$ cat config.mk
export PLATFORM = sky130hd
export DESIGN_NAME = alu_ctrl_seq
export DESIGN_NICKNAME = d
export VERILOG_FILES = /design/src/rtl/alu_ctrl_seq.sv
export SDC_FILE = /design/constraint.sdc
export NUM_CORES = 1
export LEC_CHECK = 0
export CAP_MARGIN = 25
export CORE_AREA = 4 4 41 43
export DETAILED_ROUTE_END_ITERATION = 6
export DIE_AREA = 0 0 45 47
export HOLD_SLACK_MARGIN = 0.06
export PLACE_DENSITY_LB_ADDON = 0.1
export SETUP_SLACK_MARGIN = 0.3
export SYNTH_ARGS = -nofsm -noshare
export SYNTH_HDL_FRONTEND = slang
export SYNTH_SLANG_ARGS = --single-unit
$ cat constraint.sdc
create_clock -name clock -period 2.45 [get_ports clock]
set_input_delay 0.245 -clock clock [delete_from_list [all_inputs] [get_ports clock]]
set_output_delay 0.245 -clock clock [all_outputs]
set_load 0.01 [all_outputs]
$ cat src/rtl/alu_ctrl_seq.sv
// Registered, handshaked opcode -> ALU-control decoder with multi-cycle shift-class hold.
// Optional sticky illegal-opcode trap enabled by defining ALU_CTRL_TRAP_EN.
module alu_ctrl_seq #(
    parameter int unsigned OPCODE_W     = 4,
    parameter int unsigned CTRL_W       = 4,
    parameter int unsigned MULTI_CYCLES = 3
) (
    input  logic                clock,
    input  logic                reset,
    input  logic                in_valid,
    output logic                in_ready,
    input  logic [OPCODE_W-1:0] in_opcode,
    output logic                out_valid,
    input  logic                out_ready,
    output logic [CTRL_W-1:0]   out_alu_ctrl,
    output logic                out_illegal,
    output logic                out_multi,
    output logic                busy,
    output logic                alu_step,
    output logic                trap
);

    localparam int unsigned CNT_W = (MULTI_CYCLES > 1) ? $clog2(MULTI_CYCLES) : 1;

    typedef enum logic [1:0] {
        ST_EMPTY,
        ST_ITER,
        ST_FULL
    } state_e;

    state_e              state_q, state_d;
    logic [CNT_W-1:0]    cnt_q, cnt_d;
    logic [CTRL_W-1:0]   ctrl_q, ctrl_d;
    logic                illegal_q, illegal_d;
    logic                multi_q, multi_d;
    logic                trap_q, trap_d;

    logic [3:0]          op_lo;
    logic                op_hi_set;
    logic [CTRL_W-1:0]   dec_ctrl;
    logic                dec_illegal;
    logic                dec_multi;

    // Opcode decode; any upper bit set forces illegal
    always_comb begin
        op_lo       = in_opcode[3:0];
        op_hi_set   = (in_opcode >> 4) != '0;
        dec_ctrl    = '1;
        dec_illegal = 1'b0;
        dec_multi   = 1'b0;
        case (op_lo)
            4'd1:    dec_ctrl = CTRL_W'(3'd0);
            4'd3:    dec_ctrl = CTRL_W'(3'd1);
            4'd4:    dec_ctrl = CTRL_W'(3'd2);
            4'd5:    dec_ctrl = CTRL_W'(3'd3);
            4'd6:    dec_ctrl = CTRL_W'(3'd4);
            4'd7:    dec_ctrl = CTRL_W'(3'd5);
            4'd8:    dec_ctrl = CTRL_W'(3'd6);
            4'd9:    dec_ctrl = CTRL_W'(3'd7);
            default: dec_illegal = 1'b1;
        endcase
        if (op_hi_set) begin
            dec_ctrl    = '1;
            dec_illegal = 1'b1;
        end
        dec_multi = !dec_illegal && (op_lo == 4'd8 || op_lo == 4'd9);
    end

    // Next-state and handshake logic
    always_comb begin
        state_d   = state_q;
        cnt_d     = cnt_q;
        ctrl_d    = ctrl_q;
        illegal_d = illegal_q;
        multi_d   = multi_q;
        trap_d    = trap_q;
        in_ready  = 1'b0;

        case (state_q)
            ST_EMPTY: in_ready = !trap_q;
            ST_ITER: begin
                if (cnt_q == '0) begin
                    state_d = ST_FULL;
                end else begin
                    cnt_d = cnt_q - CNT_W'(1);
                end
            end
            ST_FULL: begin
                in_ready = out_ready && !trap_q;
                if (out_ready) begin
                    state_d = ST_EMPTY;
                end
            end
            default: state_d = ST_EMPTY;
        endcase

        if (in_ready && in_valid) begin
`ifdef ALU_CTRL_TRAP_EN
            if (dec_illegal) begin
                trap_d  = 1'b1;
                state_d = ST_EMPTY;
            end else begin
`else
            begin
`endif
                ctrl_d    = dec_ctrl;
                illegal_d = dec_illegal;
                multi_d   = dec_multi;
                if (dec_multi && MULTI_CYCLES > 1) begin
                    state_d = ST_ITER;
                    cnt_d   = CNT_W'(MULTI_CYCLES - 1);
                end else begin
                    state_d = ST_FULL;
                end
            end
        end
    end

    always_ff @(posedge clock) begin
        if (reset) begin
            state_q   <= ST_EMPTY;
            cnt_q     <= '0;
            ctrl_q    <= '0;
            illegal_q <= 1'b0;
            multi_q   <= 1'b0;
            trap_q    <= 1'b0;
        end else begin
            state_q   <= state_d;
            cnt_q     <= cnt_d;
            ctrl_q    <= ctrl_d;
            illegal_q <= illegal_d;
            multi_q   <= multi_d;
            trap_q    <= trap_d;
        end
    end

    assign out_valid    = (state_q == ST_FULL);
    assign busy         = (state_q == ST_ITER);
    assign alu_step     = (state_q == ST_ITER);
    assign out_alu_ctrl = ctrl_q;
    assign out_illegal  = illegal_q;
    assign out_multi    = multi_q;
    assign trap         = trap_q;

endmodule

==> results of run 1 <==
power groups by stage:
stage	Combinational, mW	Sequential (mW)	Clock (mW)
floorplan	0.0365	0.167	0
global placement	0.0772	0.165	0
detailed placement	0.0772	0.165	0
CTS	0.0775	0.162	0.122
global route	0.0832	0.164	0.133
finish	0.0766	0.162	0.116
through the flow:
step	instance area, um^2	hold WS [ns]
after floorplan	468	0.419
after global placement	631	0.482
after detailed placement	631	0.478
after CTS	657	0.491
after global routing	657	0.522
final	657	0.489
state kept, by name, indices dropped and copies added (netlist names):
signal / cells
out_multi: 1
out_alu_ctrl: 4
cnt_q: 2
state_q: 2
logic make-up after synthesis:
group,synth area share
other cells,0.00801
buf+inv,0.0642
compound gates,0.251
simple gates,0.270
mux,0.0214
flops,0.385
final cells by class:
class / instances / share of cell area
clock buffers: 4 / 0.0400
well taps: 15 / 0.0286
inverters: 1 / 0.00571
repair buffers: 17 / 0.259
multi-input cells: 43 / 0.392
flip-flops and latches: 9 / 0.274
routing by layer:
metal	track usage	vias up
li1	-	245
met1	0.139	201
met2	0.167	15
met3	0.0383	5
met4	0.123	0
met5	0	-
layout by cell type (no fill, tap or decap):
master and instances:
sky130_fd_sc_hd__a211oi_1 4, sky130_fd_sc_hd__a21oi_1 8, sky130_fd_sc_hd__nor3_1 3, sky130_fd_sc_hd__or3_4 1, sky130_fd_sc_hd__nor2b_1 3, sky130_fd_sc_hd__clkdlybuf4s50_1 17
sky130_fd_sc_hd__nand2b_1 3, sky130_fd_sc_hd__nand2_1 1, sky130_fd_sc_hd__a31oi_1 1, sky130_fd_sc_hd__a311oi_1 1, sky130_fd_sc_hd__dfxtp_1 9, sky130_fd_sc_hd__nand3_1 1
sky130_fd_sc_hd__o21ai_0 5, sky130_fd_sc_hd__inv_1 1, sky130_fd_sc_hd__or3_2 1, sky130_fd_sc_hd__clkbuf_4 3, sky130_fd_sc_hd__mux2i_1 1, sky130_fd_sc_hd__or3b_4 1
sky130_fd_sc_hd__nor4_1 1, sky130_fd_sc_hd__nor4bb_1 1, sky130_fd_sc_hd__o31ai_1 1, sky130_fd_sc_hd__conb_1 1, sky130_fd_sc_hd__nor2_1 5, sky130_fd_sc_hd__clkbuf_1 1
worst min-delay path by stage:
stage,start,end,slack [ns],cells past startpoint
5_1_grt,out_multi$_SDFFE_PP0N_,out_multi$_SDFFE_PP0N_,0.52,2
4_1_cts,out_multi$_SDFFE_PP0N_,out_multi$_SDFFE_PP0N_,0.49,2
2_1_floorplan,in_opcode[0],out_alu_ctrl[0]$_SDFFE_PP0N_,0.42,2
3_5_place_dp,out_multi$_SDFFE_PP0N_,out_multi$_SDFFE_PP0N_,0.48,2
6_report,out_multi$_SDFFE_PP0N_,out_multi$_SDFFE_PP0N_,0.49,2
3_3_place_gp,out_multi$_SDFFE_PP0N_,out_multi$_SDFFE_PP0N_,0.48,2
worst max-delay path, stage by stage (launching register included):
cell	delay, ns
sky130_fd_sc_hd__dfxtp_1	0.41
sky130_fd_sc_hd__nor2b_1	0.37
sky130_fd_sc_hd__nor2_1	0.08
sky130_fd_sc_hd__clkdlybuf4s50_1	0.49
==> impl_results.md, run 1 <==
- EDFF count, synth: 0
- Die boundary height: 47 um
- Initial cell density of the core: 0.360
- Routability Congestion: 0.724
- Die Span X: 45 um
- Worst R2R Path Depth: 3
- Worst-skew pair later-pin latency: 0.26 ns
- Number of clock buffers inserted by TritonCTS: 3
- Worst EP arrival: 1.61 ns
- Crit start category: flip-flop
- Part of the power in the clock network: 0.327
- Net count, final: 83
- Synth Warn #: 0
- Crit path to: in_ready
- R2R Path End: out_alu_ctrl[0]$_SDFFE_PP0N_
- Number of buffers on the longest clock path: 2
- Global-route total usage across every layer: 0.119
- Core box area: 1300 um^2
- Pint: 261 uW
- Async set or reset register ratio after synthesis: 0
- Peak supply drop: 0.000282 V
- Post-Synthesis Net Count: 65
- Final setup viols: 0
- Post-cts gate resize count: 0
- Fraction of final layout cells with drive strength greater than 1: 0.0811
- Library cell with the highest instance count after synthesis: sky130_fd_sc_hd__dfxtp_1
- Power, Total: 354 uW
- DRC violation total after the first TritonRoute iteration: 9
- Switching power: 92.9 uW
- Remaining number of nets flagged by the antenna check after routing: 0
- Power Dens Cells: 539 nW/um^2
- Synth area leader: sky130_fd_sc_hd__dfxtp_1
- Synth unique cells: 23
- Post-synth top area share: 0.385
- Ratio of final minimum period to clock period: 0.758
- Top area cells in the synthesized netlist: sky130_fd_sc_hd__dfxtp_1, sky130_fd_sc_hd__a21oi_1, sky130_fd_sc_hd__a211oi_1
- Most frequently used flop master after synthesis: sky130_fd_sc_hd__dfxtp_1
- Placed wire-length estimate: 832 um
- Final setup TNS: 0 ns
- Post-synthesis instance area: 468 um^2
- First-pass iteration count of the detailed router: 3
- Flops & latches, synth: 9
- Hold/Removal Path Class: reg -> reg
- Gate power share: 0.216
- Share of power burned in registers: 0.457
- CTS HTree Levels: 1
- Global route total overflow: 0
- Worst setup margin: 0.594 ns
- Post-Syn Instances: 57
- Total inserted antenna cells: 0
- Outcome: complete, no violations
- Fmax achieved: 539 MHz
- Critical path required time: 2.20 ns
- Leakage: 0.234 nW
- Number of input and output port buffers inserted: 17
- Final cell count without fillers: 89
- Antenna violations before repair: 0
- Fin Clk Skew: 0.00294 ns
- Min Tclk post-route: 1.86 ns
- Routed wirelength normalized by instance count: 12.1 um
- Leading cell types by count after synthesis: sky130_fd_sc_hd__dfxtp_1, sky130_fd_sc_hd__a21oi_1, sky130_fd_sc_hd__nor2_1, sky130_fd_sc_hd__o21ai_0, sky130_fd_sc_hd__a211oi_1
- Startpoint of the lowest-slack register-to-register path: state_q[1]$_SDFFE_PP0P_
- Total length of routed wires: 1.08 mm
- Crit Path Category: reg -> out
- Multi-input logic area: 258 um^2
- Reported max-cap violation count: 0
- Synth Area per Inst: 8.21 um^2
- Global-route wire length before repair: 1.69 mm
- DRC violation count after routing: 0
- Via count of the first global-routing pass: 406
- Area taken by flip-flops and latches: 180 um^2
- Met3 routed wirelength: 63 um
- Reg clk slew, reported paths: 0.06 ns
- Total of fill cells in the finished design: 141
- Placed Cells incl. Taps: 85
- Worst Setup SP: state_q[1]$_SDFFE_PP0P_
- Floorplan row count: 13
- Max-slew violation count: 0
- IO Count: 19
- Clock tree from TritonCTS: yes
- Via/cell ratio: 5.24
- Highest net fanout along the worst path: 6
- Register-to-register path setup slack: 1.21 ns
- Routed metal-1 wirelength: 502 um
- Post-CTS setup buffers: 0
- Area growth from synthesis to final layout: 40.4%
- Sort of element at the end of the critical path: output port
- Total clock sinks: 9
- Overall via count from detail_route: 466
- DP Worst Slack: 0.608 ns
- Total Die Area: 2120 um^2
- Final core occ: 0.505
- Root Buffer Master: sky130_fd_sc_hd__clkbuf_4
- Post-CTS Hold Buffers: 0
- Uppermost routed layer: met4
- Detailed-routed wire length on met2: 463 um
- Total count of hold-check failures in the final report: 0
- Maximum number of pins on one net before global-route repair: 11
- Setup repair after global routing missed its margin: false
- Sequential fraction of the synthesis area: 0.385
- Switching Share: 0.262
(Power assumes the default switching activity.)
==> inputs of run 2 (changes only) <==
--- a/config.mk
+++ b/config.mk
@@ -6,9 +6,9 @@
 export NUM_CORES = 1
 export LEC_CHECK = 0
 export CAP_MARGIN = 25
-export CORE_AREA = 4 4 41 43
+export CORE_AREA = 4 4 42 44
 export DETAILED_ROUTE_END_ITERATION = 6
-export DIE_AREA = 0 0 45 47
+export DIE_AREA = 0 0 46 48
 export HOLD_SLACK_MARGIN = 0.06
 export PLACE_DENSITY_LB_ADDON = 0.1
 export SETUP_SLACK_MARGIN = 0.3
==> constraint.sdc (replaced) <==
create_clock -name clock -period 1.53 [get_ports clock]
set_input_delay 0.153 -clock clock [delete_from_list [all_inputs] [get_ports clock]]
set_output_delay 0.153 -clock clock [all_outputs]
set_load 0.01 [all_outputs]
==> impl_results.md, run 2 (same netlist as run 1, synthesis figures left out) <==
- Post-CTS setup buffers: 0 (unchanged)
- Final cell count without fillers: 100 (was 89)
- Initial cell density of the core: 0.326 (was 0.360)
- Final setup viols: 0 (unchanged)
- Via count of the first global-routing pass: 494 (was 406)
- Antenna violations before repair: 0 (unchanged)
- Via/cell ratio: 5.20 (was 5.24)
- Crit Path Category: reg -> reg (was reg -> out)
- Commonest cells after routing, fill and taps aside: sky130_fd_sc_hd__buf_4, sky130_fd_sc_hd__dlygate4sd2_1, sky130_fd_sc_hd__a21oi_1, sky130_fd_sc_hd__dfxtp_1 (was sky130_fd_sc_hd__clkdlybuf4s50_1, sky130_fd_sc_hd__dfxtp_1, sky130_fd_sc_hd__a21oi_1)
- Remaining number of nets flagged by the antenna check after routing: 0 (unchanged)
- Core box area: 1440 um^2 (was 1300 um^2)
- Leakage: 0.311 nW (was 0.234 nW)
- Worst EP arrival: 1.38 ns (was 1.61 ns)
- Total inserted antenna cells: 0 (unchanged)
- Critical path required time: 1.72 ns (was 2.20 ns)
- Final core occ: 0.509 (was 0.505)
- Area growth from synthesis to final layout: 56.1% (was 40.4%)
- Die Span X: 46 um (was 45 um)
- Placed wire-length estimate: 949 um (was 832 um)
- Net count, final: 93 (was 83)
- Global route total overflow: 0 (unchanged)
- Placement Cell Area: 707 um^2 (was 631 um^2)
- Number of input and output port buffers inserted: 17 (unchanged)
- Ratio of final minimum period to clock period: 0.783
- Final Instance Area: 731 um^2 (was 657 um^2)
- Fraction of final layout cells with drive strength greater than 1: 0.357 (was 0.0811)
- Clock tree from TritonCTS: yes (unchanged)
- Post-CTS Hold Buffers: 0 (unchanged)
- Reported max-cap violation count: 0 (unchanged)
- Routability Congestion: 0.706 (was 0.724)
- IO Count: 19 (unchanged)
- Sort of element at the end of the critical path: flip-flop (was output port)
- Max-slew violation count: 0 (unchanged)
- Reg clk slew, reported paths: 0.06 ns (about the same)
- CTS HTree Levels: 1 (unchanged)
- DRC violation count after routing: 0 (unchanged)
- Placed Cells incl. Taps: 96 (was 85)
- Total Die Area: 2210 um^2 (was 2120 um^2)
- Min Tclk post-route: 1.20 ns
- Floorplan row count: 14 (was 13)
- Maximum number of pins on one net before global-route repair: 11 (unchanged)
- Setup repair after global routing missed its margin: true (was false)
- Root Buffer Master: sky130_fd_sc_hd__clkbuf_4 (unchanged)
- Routed wirelength normalized by instance count: 12.3 um (was 12.1 um)
- Total length of routed wires: 1.23 mm (was 1.08 mm)
- Worst-skew pair later-pin latency: 0.26 ns (about the same)
- Max reg flops: 4 (unchanged)
- Outcome: complete, no violations (unchanged)
- Total count of hold-check failures in the final report: 0 (unchanged)
- Highest net fanout along the worst path: 6 (unchanged)
- Commonest non-fill, non-tap cell in the layout: sky130_fd_sc_hd__buf_4 (was sky130_fd_sc_hd__clkdlybuf4s50_1)
- Die boundary height: 48 um (was 47 um)
- Number of clock buffers inserted by TritonCTS: 3 (unchanged)
- Overall via count from detail_route: 520 (was 466)
- First-pass iteration count of the detailed router: 4 (was 3)
- Fmax achieved: 835 MHz
- Fin Clk Skew: 0.00253 ns (was 0.00294 ns)
- Power Dens Cells: 789 nW/um^2 (was 539 nW/um^2)
- Global-route wire length before repair: 1.95 mm (was 1.69 mm)
- Global-route total usage across every layer: 0.122 (was 0.119)
- Total clock sinks: 9 (unchanged)
- Number of buffers on the longest clock path: 2 (unchanged)
- Hold/Removal Path Class: in -> reg (was reg -> reg)
- DRC violation total after the first TritonRoute iteration: 8 (was 9)
- Crit start category: flip-flop (unchanged)
- Peak supply drop: 0.000340 V (was 0.000282 V)
-- run 2: layout make-up --
class | count | area (um^2)
clock buffer | 4 | 26.3
fill | 145 | 706
inverter | 1 | 3.75
multi-input combinational | 43 | 282
sequential | 9 | 185
tap | 16 | 20.0
timing repair buffer | 27 | 214
-- run 2: worst paths after layout --
| check | start | end | slack [ns] | depth (start not counted) |
|---|---|---|---|---|
| max | state_q[1]$_SDFFE_PP0P_ | cnt_q[1]$_SDFF_PP0_ | 0.33 | 4 |
| min | in_opcode[1] | state_q[0]$_SDFFE_PP0P_ | 0.46 | 4 |
| max reg2reg | state_q[1]$_SDFFE_PP0P_ | cnt_q[1]$_SDFF_PP0_ | 0.33 | 4 |
| min reg2reg | out_multi$_SDFFE_PP0N_ | out_multi$_SDFFE_PP0N_ | 0.48 | 2 |
-- run 2: stage by stage --
stage / setup TNS [ns] / total power [mW] / hold slack (ns) / setup WS [ns]
6_report: 0 / 0.576 / 0.459 / 0.332
4_1_cts: 0 / 0.576 / 0.463 / 0.238
3_3_place_gp: -0.0706 / 0.408 / 0.467 / -0.0231
2_1_floorplan: 0 / 0.326 / 0.327 / 0.452
3_5_place_dp: -0.167 / 0.409 / 0.468 / -0.0515
5_1_grt: 0 / 0.601 / 0.489 / 0.275
-- run 2: power breakdown --
| group | switching, mW | leakage (nW) | internal (mW) | total, mW |
|---|---|---|---|---|
| logic | 0.0603 | 0.221 | 0.0721 | 0.132 |
| registers | 0.0103 | 0.0751 | 0.249 | 0.259 |
| clock network | 0.0842 | 0.0150 | 0.101 | 0.185 |
| total | 0.155 | 0.311 | 0.422 | 0.576 |
-- run 2: worst max-delay path, stage by stage (launching register included) --
cell and delay, ns:
sky130_fd_sc_hd__dfxtp_4 0.36, sky130_fd_sc_hd__nor2b_2 0.16, sky130_fd_sc_hd__buf_4 0.15, sky130_fd_sc_hd__or3_4 0.35, sky130_fd_sc_hd__a21oi_1 0.12
-- run 2: repair_timing --
action / CTS / global route
gates resized for setup: 23 / 11
setup endpoints to repair: 16 / 7
pin swaps: 3 / 1
-- run 2: layer usage --
layer,vias up,track usage,wire length (um)
met5,-,0,0
met1,243,0.132,515
met2,13,0.220,619
met4,0,0.0682,19
met3,2,0.0226,71
li1,262,-,-
==> inputs of run 3 (changes only) <==
==> constraint.sdc (replaced) <==
create_clock -name clock -period 1.1 [get_ports clock]
set_input_delay 0.11 -clock clock [delete_from_list [all_inputs] [get_ports clock]]
set_output_delay 0.11 -clock clock [all_outputs]
set_load 0.01 [all_outputs]
==> impl_results.md, run 3 (same netlist as run 1, synthesis figures left out) <==
- Routed wirelength normalized by instance count: 12.2 um (was 12.3 um)
- Power, Total: 868 uW (was 576 uW)
- Met1 demand-to-capacity share in global routing: 0.157 (was 0.132)
- Routability Congestion: 0.751 (was 0.706)
- Overall via count from detail_route: 518 (was 520)
- Met3 track demand over resource: 0.0414 (was 0.0226)
- Final setup viols: 3 (was 0)
- Share of power burned in registers: 0.421 (was 0.450)
- Switching power: 237 uW (was 155 uW)
- Net count, final: 97 (was 93)
- Final core occ: 0.589 (was 0.509)
- Placement Cell Area: 743 um^2 (was 707 um^2)
- Floorplan row count: 14 (unchanged)
- Worst R2R Path Depth: 4 (unchanged)
- Global-route total usage across every layer: 0.130 (was 0.122)
- Sort of element at the end of the critical path: flip-flop (unchanged)
- Clock tree from TritonCTS: yes (unchanged)
- Total clock sinks: 9 (unchanged)
- R2R Path End: cnt_q[1]$_SDFF_PP0_ (unchanged)
- Part of the power in the clock network: 0.299 (was 0.321)
- Max reg flops: 4 (unchanged)
- Total inserted antenna cells: 0 (unchanged)
- Total length of routed wires: 1.27 mm (was 1.23 mm)
- Min-delay src: in_opcode[1] (unchanged)
- Fraction of final layout cells with drive strength greater than 1: 0.557 (was 0.357)
- Via count of the first global-routing pass: 491 (was 494)
- DP Worst Slack: -0.428 ns (was -0.0515 ns)
- Number of input and output port buffers inserted: 17 (unchanged)
- Area growth from synthesis to final layout: 80.7% (was 56.1%)
- Final Instance Area: 846 um^2 (was 731 um^2)
- Worst EP arrival: 1.34 ns (was 1.38 ns)
- Initial cell density of the core: 0.326 (unchanged)
- Critical path required time: 1.30 ns (was 1.72 ns)
- Setup repair after global routing missed its margin: true (unchanged)
- Startpoint of the lowest-slack register-to-register path: state_q[1]$_SDFFE_PP0P_ (unchanged)
- Global route total overflow: 0 (unchanged)
- Crit start category: flip-flop (unchanged)
- CTS HTree Levels: 1 (unchanged)
- Die boundary height: 48 um (unchanged)
- Worst setup margin: -0.0408 ns (was 0.332 ns)
- Via/cell ratio: 4.98 (was 5.20)
- Crit path largest cell delay: 0.35 ns (was 0.36 ns)
- IO Count: 19 (unchanged)
- DRC violation count after routing: 0 (unchanged)
- Peak supply drop: 0.000434 V (was 0.000340 V)
- Leakage: 0.342 nW (was 0.311 nW)
- Root Buffer Master: sky130_fd_sc_hd__clkbuf_4 (unchanged)
- Die Span X: 46 um (unchanged)
- Count of cells along the worst hold path: 4 (unchanged)
- Reg clk slew, reported paths: 0.06 ns (about the same)
- Number of clock buffers inserted by TritonCTS: 3 (unchanged)
- DRC violation total after the first TritonRoute iteration: 3 (was 8)
- Routing usage on met2: 0.206 (was 0.220)
- Placed wire-length estimate: 951 um (was 949 um)
- Fmax achieved: 877 MHz (was 835 MHz)
- Cells along the critical path: nor2b_4, buf_6, or3_4, a21oi_2 (was nor2b_2, buf_4, or3_4, a21oi_1)
- Final cell count without fillers: 104 (was 100)
- Commonest cells after routing, fill and taps aside: sky130_fd_sc_hd__buf_6, sky130_fd_sc_hd__buf_4, sky130_fd_sc_hd__dfxtp_2 (was sky130_fd_sc_hd__buf_4, sky130_fd_sc_hd__dlygate4sd2_1, sky130_fd_sc_hd__a21oi_1, sky130_fd_sc_hd__dfxtp_1)
- Max-slew violation count: 0 (unchanged)
- Crit Path Category: reg -> reg (unchanged)
- Highest net fanout along the worst path: 5 (was 6)
- GRT Max-Usage Layer: met2 (unchanged)
- Reported max-cap violation count: 0 (unchanged)
- Power Dens Cells: 1030 nW/um^2 (was 789 nW/um^2)
- Remaining number of nets flagged by the antenna check after routing: 0 (unchanged)
- Min Tclk post-route: 1.14 ns (was 1.20 ns)
- Switching Share: 0.273 (was 0.269)
- First-pass iteration count of the detailed router: 4 (unchanged)
- Total of fill cells in the finished design: 133 (was 145)
- Total Die Area: 2210 um^2 (unchanged)
- Maximum number of pins on one net before global-route repair: 9 (was 11)
- Number of buffers on the longest clock path: 2 (unchanged)
- Core box area: 1440 um^2 (unchanged)
- Pint: 631 uW (was 422 uW)
- Violations in the final reports: setup timing
- Fin Clk Skew: 0.00403 ns (was 0.00253 ns)
- Total count of hold-check failures in the final report: 0 (unchanged)
- Worst-skew pair later-pin latency: 0.26 ns (about the same)
- Endpoint of the worst hold-timing path: state_q[0]$_SDFFE_PP0P_ (unchanged)
- Gate power share: 0.279 (was 0.230)
- Ratio of final minimum period to clock period: 1.04 (was 0.783)
- Outcome: complete, but fails checks (was complete, no violations)
- Placed Cells incl. Taps: 98 (was 96)
- Register-to-register path setup slack: -0.04 ns (was 0.33 ns)
- Library cell contributing the largest single delay on the critical path: sky130_fd_sc_hd__or3_4 (was sky130_fd_sc_hd__dfxtp_4)
- Hold/Removal Path Class: in -> reg (unchanged)
- Global-route wire length before repair: 2.00 mm (was 1.95 mm)
- Antenna violations before repair: 0 (unchanged)
[run 3: changes by cell type in the layout (fill, tap and decap cells not counted), sizes merged]
| cell | previous run | this run |
|---|---|---|
| buf | 12 | 23 |
| clkbuf | 6 | 4 |
| clkdlybuf4s15 | 0 | 1 |
| clkdlybuf4s50 | 4 | 3 |
| dlygate4sd2 | 9 | 4 |
[run 3: worst max path at each step]
stage,from,endpoint,slack (ns)
4_1_cts,state_q[1]$_SDFFE_PP0P_,cnt_q[1]$_SDFF_PP0_,-0.04
5_1_grt,state_q[0]$_SDFFE_PP0P_,cnt_q[1]$_SDFF_PP0_,-0.07
3_5_place_dp,in_opcode[3],cnt_q[1]$_SDFF_PP0_,-0.43
2_1_floorplan,state_q[0]$_SDFFE_PP0P_,cnt_q[1]$_SDFF_PP0_,0.08
3_3_place_gp,in_opcode[3],out_alu_ctrl[0]$_SDFFE_PP0N_,-0.39
6_report,state_q[1]$_SDFFE_PP0P_,cnt_q[1]$_SDFF_PP0_,-0.04
[run 3: power groups by stage]
stage	registers (mW)	logic, mW	clock network [mW]
floorplan	0.374	0.0864	0
global placement	0.368	0.213	0
detailed placement	0.368	0.213	0
CTS	0.367	0.241	0.264
global route	0.367	0.263	0.279
finish	0.366	0.242	0.260
[run 3: what timing repair did]
item,CTS,global route
buffers inserted,2,0
setup endpoints to repair,19,19
hold buffers,0,0
gates resized for setup,62,8
pin swaps,8,1
[run 3: cell type report]
cell class / count / area (um^2) / area share
well taps: 16 / 20.0 / 0.0237
flip-flops and latches: 9 / 191 / 0.226
repair buffers: 31 / 288 / 0.340
multi-input cells: 43 / 314 / 0.371
inverters: 1 / 6.26 / 0.00740
clock buffers: 4 / 26.3 / 0.0311
[run 3: metal layers]
layer | wire length (um) | up-vias
li1 | - | 270
met5 | 0 | -
met2 | 596 | 17
met4 | 19 | 0
met3 | 91 | 2
met1 | 566 | 229
[run 3: stage by stage]
step | TNS [ns] | hold WS [ns]
4_1_cts | -0.186 | 0.400
3_3_place_gp | -3.70 | 0.460
2_1_floorplan | 0 | 0.280
5_1_grt | -0.307 | 0.410
3_5_place_dp | -3.78 | 0.479
6_report | -0.0805 | 0.397
[run 3: worst max-delay path: cells and delay by family (launching register included)]
kind	cells	cell delay (ns)
buf+inv	1	0.12
flops	1	0.33
simple gates	2	0.48
compound gates	1	0.14
